**src/rtl/mips_iter_divider.sv**
```systemverilog
// Radix-2 restoring divider for DIV/DIVU: magnitude division with sign correction,
// writing HI (remainder) and LO (quotient) through a start/busy/done handshake.
module mips_iter_divider #(
    parameter int WIDTH = 32
) (
    input  logic             clk,
    input  logic             rst,
    input  logic             start,
    input  logic             is_signed,
    input  logic [WIDTH-1:0] dividend,
    input  logic [WIDTH-1:0] divisor,
    input  logic             flush,
    output logic             busy,
    output logic             done,
    output logic             div_zero,
    output logic [WIDTH-1:0] hi,
    output logic [WIDTH-1:0] lo
);

    localparam int CNT_W = (WIDTH > 1) ? $clog2(WIDTH) : 1;
    localparam logic [CNT_W-1:0] LAST_CNT = CNT_W'(WIDTH - 1);

    typedef enum logic [1:0] {
        IDLE   = 2'd0,
        CALC   = 2'd1,
        FINISH = 2'd2
    } state_t;

    function automatic logic [WIDTH-1:0] negate(input logic [WIDTH-1:0] v);
        return ~v + {{(WIDTH-1){1'b0}}, 1'b1};
    endfunction

    state_t           state_r, state_s;
    logic [CNT_W-1:0] count_r, count_s;
    logic [WIDTH-1:0] rem_r, rem_s;
    logic [WIDTH-1:0] quo_r, quo_s;
    logic [WIDTH-1:0] dvs_r, dvs_s;
    logic             q_neg_r, q_neg_s;
    logic             r_neg_r, r_neg_s;
    logic             busy_r, done_r, div_zero_r;
    logic             div_zero_s;
    logic [WIDTH-1:0] hi_r, hi_s;
    logic [WIDTH-1:0] lo_r, lo_s;

    logic [WIDTH-1:0] abs_a_s, abs_b_s;
    logic [WIDTH:0]   shifted_s;
    logic [WIDTH+1:0] diff_s;
    logic             borrow_s;
    logic [WIDTH-1:0] step_rem_s, step_quo_s;

    assign busy     = busy_r;
    assign done     = done_r;
    assign div_zero = div_zero_r;
    assign hi       = hi_r;
    assign lo       = lo_r;

    // One shift-subtract step; the remainder stays below the divisor, so WIDTH bits hold it.
    always_comb begin
        abs_a_s    = (is_signed && dividend[WIDTH-1]) ? negate(dividend) : dividend;
        abs_b_s    = (is_signed && divisor[WIDTH-1])  ? negate(divisor)  : divisor;
        shifted_s  = {rem_r, quo_r[WIDTH-1]};
        diff_s     = {1'b0, shifted_s} - {2'b00, dvs_r};
        borrow_s   = diff_s[WIDTH+1];
        step_rem_s = borrow_s ? shifted_s[WIDTH-1:0] : diff_s[WIDTH-1:0];
        step_quo_s = {quo_r[WIDTH-2:0], ~borrow_s};
    end

    // Next-state and next-output logic; flush aborts and leaves HI/LO untouched.
    always_comb begin
        state_s    = state_r;
        count_s    = count_r;
        rem_s      = rem_r;
        quo_s      = quo_r;
        dvs_s      = dvs_r;
        q_neg_s    = q_neg_r;
        r_neg_s    = r_neg_r;
        hi_s       = hi_r;
        lo_s       = lo_r;
        div_zero_s = 1'b0;
        if (flush) begin
            state_s = IDLE;
            count_s = {CNT_W{1'b0}};
        end else begin
            case (state_r)
                IDLE, FINISH: begin
                    if (start) begin
                        if (divisor == {WIDTH{1'b0}}) begin
                            state_s    = FINISH;
                            lo_s       = {WIDTH{1'b1}};
                            hi_s       = dividend;
                            div_zero_s = 1'b1;
                        end else begin
                            state_s = CALC;
                            count_s = {CNT_W{1'b0}};
                            rem_s   = {WIDTH{1'b0}};
                            quo_s   = abs_a_s;
                            dvs_s   = abs_b_s;
                            q_neg_s = is_signed & (dividend[WIDTH-1] ^ divisor[WIDTH-1]);
                            r_neg_s = is_signed & dividend[WIDTH-1];
                        end
                    end else begin
                        state_s = IDLE;
                    end
                end
                CALC: begin
                    rem_s = step_rem_s;
                    quo_s = step_quo_s;
                    if (count_r == LAST_CNT) begin
                        state_s = FINISH;
                        lo_s    = q_neg_r ? negate(step_quo_s) : step_quo_s;
                        hi_s    = r_neg_r ? negate(step_rem_s) : step_rem_s;
                    end else begin
                        count_s = count_r + {{(CNT_W-1){1'b0}}, 1'b1};
                    end
                end
                default: begin
                    state_s = IDLE;
                    count_s = {CNT_W{1'b0}};
                end
            endcase
        end
    end

    // State and registered outputs; synchronous reset has priority over everything.
    always_ff @(posedge clk) begin
        if (rst) begin
            state_r    <= IDLE;
            count_r    <= {CNT_W{1'b0}};
            rem_r      <= {WIDTH{1'b0}};
            quo_r      <= {WIDTH{1'b0}};
            dvs_r      <= {WIDTH{1'b0}};
            q_neg_r    <= 1'b0;
            r_neg_r    <= 1'b0;
            busy_r     <= 1'b0;
            done_r     <= 1'b0;
            div_zero_r <= 1'b0;
            hi_r       <= {WIDTH{1'b0}};
            lo_r       <= {WIDTH{1'b0}};
        end else begin
            state_r    <= state_s;
            count_r    <= count_s;
            rem_r      <= rem_s;
            quo_r      <= quo_s;
            dvs_r      <= dvs_s;
            q_neg_r    <= q_neg_s;
            r_neg_r    <= r_neg_s;
            busy_r     <= (state_s == CALC);
            done_r     <= (state_s == FINISH);
            div_zero_r <= div_zero_s;
            hi_r       <= hi_s;
            lo_r       <= lo_s;
        end
    end

endmodule

```
**config.mk**
```make
export PLATFORM = sky130hd
export DESIGN_NAME = mips_iter_divider
export DESIGN_NICKNAME = d
export VERILOG_FILES = /design/src/rtl/mips_iter_divider.sv
export SDC_FILE = /design/constraint.sdc
export NUM_CORES = 1
export LEC_CHECK = 0
export CORE_MARGIN = 8
export CORE_UTILIZATION = 52
export CTS_CLUSTER_SIZE = 24
export DETAILED_ROUTE_END_ITERATION = 7
export PLACE_DENSITY = 0.76
export SLEW_MARGIN = 10
export SYNTH_ARGS = -nofsm -noshare
export SYNTH_HDL_FRONTEND = slang
export SYNTH_SLANG_ARGS = --single-unit
```
**constraint.sdc**
```tcl
create_clock -name clk -period 4.4 [get_ports clk]
set_clock_uncertainty 0.1 [all_clocks]
set_input_delay 1.1 -clock clk [delete_from_list [all_inputs] [get_ports clk]]
set_output_delay 1.1 -clock clk [all_outputs]
set_load 0.01 [all_outputs]
```
; ---- Word-level counts from Yosys, hierarchy flattened
; Cells that the tools add are included.
[totals]
regBits = 172
latchBits = 0
ramBits = 0
mem_bits_ro = 0
in_bits = 69
wordCells = 81
n_memories = 0
[classes]
addsub = 6
multipliers = 0
div = 0
n_lt_le_gt_ge = 0
n_eq_ne = 10
shift = 0
muxes = 29
n_bitwise = 12
n_reduce_logical = 12
[ops]
columns = cell, count
row1 = two-way mux 32 bit, 15
row2 = case mux 32 bit (2 select lines), 4
row3 = adder 32 x 1 -> 32 bit (second input constant), 4
row4 = inverter 32 bit, 4
row5 = subtractor 33 x 32 -> 34 bit, 1
row6 = zero test 32 bit, 1
row7 = two-way mux 5 bit, 3
row8 = inequality test 2 bit (second input constant), 5
row9 = case mux 5 bit (2 select lines), 1
row10 = two-way mux 2 bit, 4
row11 = AND reduction 4 bit, 2
row12 = adder 5 x 1 -> 5 bit (second input constant), 1
row13 = equality test 5 bit (second input constant), 1
row14 = inverter 1 bit, 5
row15 = AND reduction 5 bit, 1
row16 = equality test 2 x 1 -> 1 bit (second input constant), 2
row17 = equality test 2 bit (second input constant), 2
row18 = case mux 2 bit (2 select lines), 1
row19 = OR reduction 2 bit, 2
row20 = OR reduction 4 bit, 1
row21 = AND reduction 3 bit, 1
row22 = AND 1 bit, 2
row23 = logical AND 1 bit, 2
row24 = zero test 2 bit, 1
row25 = other kinds (3), 3

; ---- Depth between registers and ports, before layout
[logic_depth]
ltp_word = 7
depth_mapped = 23
depth_no_buf = 19

; ---- Worst setup path before layout
; OpenSTA, ideal clock, no wires.
[synth_path]
path_type = flip-flop to flip-flop
start = reg dvs_r[22]
end = reg hi_r[28] (netlist: hi[28])
setup_ns = 0.130
t_arrival_ns = 4.291
slack_ns = -0.122
stages_incl_launch_ff = 20
period_less_slack_ns = 4.522
path_cell_list = dfxtp_1 > inv_1 > ha_1 > buf_2 > nand4_1 > or3_1 > o221a_4 > o21ai_2 > buf_2 > buf_1 > clkbuf_1 > nand2_1 > o21ai_0 > ha_1 > nand2_1 > o41ai_2 > nand2_1 > o41ai_1 > xor2_1 > o22ai_1
[synth_via]
elab_chain_len = 7
[synth_rtl]
columns = element, line
row1 = start: declaration, 37  ; logic [WIDTH-1:0] dvs_r, dvs_s;
row2 = start signal: assignment, 131  ; dvs_r <= {WIDTH{1'b0}};
row3 = start signal: assignment, 144  ; dvs_r <= dvs_s;
row4 = subtractor 33 x 32 -> 34 bit (*), 62  ; diff_s = {1'b0, shifted_s} - {2'b00, dvs_r};
row5 = two-way mux 32 bit (*), 64  ; step_rem_s = borrow_s ? shifted_s[WIDTH-1:0] : diff_s[WIDTH-1:0];
row6 = inverter 32 bit, 30  ; return ~v + {{(WIDTH-1){1'b0}}, 1'b1};
row7 = adder 32 x 1 -> 32 bit, 30
row8 = two-way mux 32 bit (*), 111  ; hi_s = r_neg_r ? negate(step_rem_s) : step_rem_s;
row9 = two-way mux 32 bit (*), 108  ; if (count_r == LAST_CNT) begin
row10 = case mux 32 bit (2 select lines) (*), 84  ; case (state_r)
row11 = end signal: assignment, 137  ; hi_r <= {WIDTH{1'b0}};
row12 = end signal: assignment, 150  ; hi_r <= hi_s;
row13 = end: declaration, 42  ; logic [WIDTH-1:0] hi_r, hi_s;
; Every way passes the cells marked *; elsewhere a longest branch is shown, timed or not. The select of a mux whose other input is x is not followed.
; A chain may end at the register's enable or synchronous reset.

; ---- Worst setup path in the final report
[layout_path]
start = reg quo_r[31]
end = reg hi_r[31] (netlist: hi[31])
[layout_via]
elab_chain_len = 7
[layout_rtl]
columns = element, line
row1 = start: declaration, 36  ; logic [WIDTH-1:0] quo_r, quo_s;
row2 = start signal: assignment, 130  ; quo_r <= {WIDTH{1'b0}};
row3 = start signal: assignment, 143  ; quo_r <= quo_s;
row4 = subtractor 33 x 32 -> 34 bit, 62
row5 = two-way mux 32 bit (*), 64
row6 = inverter 32 bit, 30
row7 = adder 32 x 1 -> 32 bit, 30
row8 = two-way mux 32 bit (*), 111
row9 = two-way mux 32 bit (*), 108
row10 = case mux 32 bit (2 select lines) (*), 84
; Marked as above.

==> flow_summary.ini <==
[yosys]
synth_flop_cell = dfxtp_1
synth_area_mm2 = 0.01171
syn_avg_cell_area_um2 = 7.444
netlist_instances = 1573
syn-num-nets = 1681
synthArstFlopShare = 0
synth_seq_cells = 172
ys_warn_count = 0
synth_edf_count = 0
ys_seq_area_frac = 0.2941
synth.distinct_cells = 75

[final_layout]
layout_common_cells = 245 x nor2_1, 172 x dfxtp_1, 144 x nand2_1
syn2layout_area_growth_pct = 25.35
fin_util = 0.6562
layout.nets = 1847
final_common_cell = nor2_1
antennaDiodeCount = 0
drive_gt1_frac = 0.1114

[global_route]
track_usage = 0.2459
grt-ovfl-total = 0
grt_pass1_vias = 11259
grt_max_degree = 96
antenna_found_initial = 0
grt_pass1_wl_um = 56790

[critical_path]
reg2reg_depth = 17
crit_family = compound AO/OA/AOI/OAI gates
startpoint_type = flip-flop
reg2reg_slack_ns = 0.14
critical_path_class = reg2reg
crit_buf_inv = 4
r2r_start = quo_r[31]$_SDFFE_PP0P_
crit_path_max_incr_delay_ns = 0.42
slowest_stage = o41a_1
endpoint_kind = flip-flop
required_ns = 4.64
reg2reg_to = hi[31]$_SDFFE_PP0P_
arrival_ns = 4.50
timing.critical_path.cells = inv_1 -> ha_1 -> fa_1 -> nand2b_4 -> a211oi_2 -> buf_4 -> o21ai_1 -> buf_4 -> o211ai_1 -> buf_4 -> a21oi_1 -> nand3b_1 -> o41a_1 -> or2_2 -> o41ai_4 -> xor2_1 -> a221oi_1
critPathMostFrequentCell = buf_4
cp_max_fo = 8

[clocking]
root_buffer = clkbuf_16
cts_inserted_buffers = 17
clock_path_buffers = 2
cts-htree-levels = 4
clock_sinks = 172
cts.reportedPaths.clkPinSlew_ns = 0.07
holdBufCountCts = 0
clk-insertion-delay-late_ns = 0.43
cts_tree = yes

[hold_path]
hold_path.class = reg2reg
worstHoldPathCells = 2
hold_start = dvs_r[31]$_SDFFE_PP0P_
worstHoldEndpoint = dvs_r[31]$_SDFFE_PP0P_

[routing]
drt_iter0_drc = 907
drc = 0
wl_per_cell_um = 17.20
firstDrtPassIters = 5
vias_per_cell = 5.876
ant_nets = 0
vias = 11963
finalWirelength_um = 35020

[timing]
finalCritPeriodShare = 0.9680
drv_slew = 0
fin_crit_ns = 4.259
finalSetupViolations = 0
tightest_slew_ns = 0.9919
fmax_ghz = 0.2348
finalHoldViolations = 0
layout_setup_ws_ns = 0.1407
rsz0062_at_grt = yes
slew_headroom = 0.3379

[pwr]
clock_power_share = 0.399
powerDensity_mw_per_mm2 = 291.3
intPower_uw = 3013
p_sw_frac = 0.2953
p_sw_uw = 1263
combinationalPowerShare = 0.217
vdd_drop_max_mv = 0.1976
leakage_uw = 0.005650
power_frac_seq = 0.384

[floorplanning]
rows = 55
die_y_um = 166.1
initial_core_util = 0.5235
dieArea_mm2 = 0.02757
fp.dieW_um = 166.1
core-area_mm2 = 0.02237
ios = 136

[place]
preCtsSetupSlack_ns = -0.06058
hpwl_um = 26850
finalWeightedCongestion = 0.9183
numPortBuffers = 135

[job]
maxCapViolations = 0

[status]
outcome = finished clean
## per-stage QoR
stage / setup TNS (ns) / cells / hold slack [ns] / power [uW] / cell area, um^2
2_1_floorplan: 0 / 1573 / 0.3319 / 2243 / 11710
3_3_place_gp: 0 / 2003 / 0.3441 / 2556 / 13930
3_5_place_dp: -0.08145 / 2003 / 0.3493 / 2571 / 13930
4_1_cts: 0 / 2034 / 0.3588 / 4262 / 14590
5_1_grt: -0.04122 / 2036 / 0.3812 / 4453 / 14680
6_report: 0 / 2036 / 0.3586 / 4276 / 14680
## final cells by class
class / instances / area [um^2]
fill: 1964 / 7689
timing repair buffer: 249 / 2271
tap: 285 / 356.6
inverter: 52 / 195.2
clock buffer: 17 / 425.4
multi-input combinational: 1247 / 7751
clock inverter: 14 / 234.0
sequential: 172 / 3443
## cell usage after synthesis, types with 4 or more instances
cell        n  area [um^2]
clkbuf_1   80        300.3
o21ai_0    68        340.3
nor4_1     12        75.07
a311oi_1    7        61.31
nor2b_1     6        37.54
a21o_1      8        60.06
and3_1     17        106.4
o41ai_1    14        122.6
dfxtp_1   172         3443
inv_1      49        183.9
o221a_2    11        123.9
a21oi_1   131        655.6
nand2b_1   18        112.6
o211ai_1   12        90.09
o31ai_1    28        210.2
o22ai_1    15        93.84
nand3b_1    6        45.04
nor3_1     42        210.2
o21a_1      6        45.04
nand4_1    12        75.07
a31oi_1    15        93.84
buf_2      14        70.07
mux2i_1    16        160.2
xnor2_1    82        718.2
nor2_1    246        923.4
buf_1       7        26.28
ha_1       38        475.5
a22oi_1    20        150.1
or2_2       6        37.54
or3_1      14        87.58
o21ai_1     7        35.03
and2_1     14        87.58
or4_1      10        75.07
nor3b_1     4        30.03
mux2_2      5        56.30
a211oi_1   84        630.6
nand2_1   144        540.5
nand3_1    27        135.1
xor2_1     55        481.7
## power groups by stage
stage,Clock [uW],Sequential [uW],Combinational [uW]
2_1_floorplan,0,1660,582
3_3_place_gp,0,1670,883
3_5_place_dp,0,1680,896
4_1_cts,1720,1640,902
5_1_grt,1790,1650,1020
6_report,1710,1640,929
## state kept, by name, indices dropped and copies added (netlist names)
name and count:
busy 1, count_r 5, div_zero 1, done 1, dvs_r 32, hi 32
lo 32, q_neg_r 1, quo_r 32, r_neg_r 1, rem_r 32, state_r 2
## cell families (layout without fill, tap and decap cells)
logic type | count (synthesis) | after routing | synth area share
multiplexers | 21 | 21 | 0.01849
adder cells (fa/ha/maj) | 39 | 39 | 0.04232
AND/OR/NAND/NOR | 588 | 588 | 0.2278
XOR/XNOR | 137 | 137 | 0.1025
AO/OA/AOI/OAI | 462 | 462 | 0.2638
buffers and inverters | 154 | 332 | 0.05097
flip-flops | 172 | 172 | 0.2941
## per-layer routing
metal / vias up / track usage / share of wire
met5: - / 0 / 0
met4: 0 / 0.09368 / 0.026
met3: 50 / 0.03375 / 0.064
met2: 391 / 0.4133 / 0.47
met1: 5536 / 0.3155 / 0.44
li1: 5986 / - / -
## worst register-to-register path, delay by kind of cell (launching register included)
kind	cells	cell delay, ns
xor+xnor	1	0.11
simple gates	3	0.72
compound gates	7	1.66
flops	1	0.35
fa+ha+maj	2	0.63
buf+inv	4	0.59
## what timing repair did
item                                    in CTS  in global routing
buffers inserted                             0                  2
gates resized for setup                      0                 17
endpoints found under the setup margin       0                 18
## worst max path at each step
stage | depth (start not counted) | endpoint | from
after floorplan | 19 | lo[30]$_SDFFE_PP0P_ | rem_r[25]$_SDFFE_PP0P_
after global placement | 12 | hi[13]$_SDFFE_PP0P_ | divisor[9]
after detailed placement | 12 | lo[23]$_SDFFE_PP0P_ | divisor[9]
after CTS | 18 | hi[28]$_SDFFE_PP0P_ | rem_r[27]$_SDFFE_PP0P_
after global routing | 20 | hi[30]$_SDFFE_PP0P_ | dvs_r[1]$_SDFFE_PP0P_
final | 17 | hi[31]$_SDFFE_PP0P_ | quo_r[31]$_SDFFE_PP0P_
(Power assumes the default switching activity.)
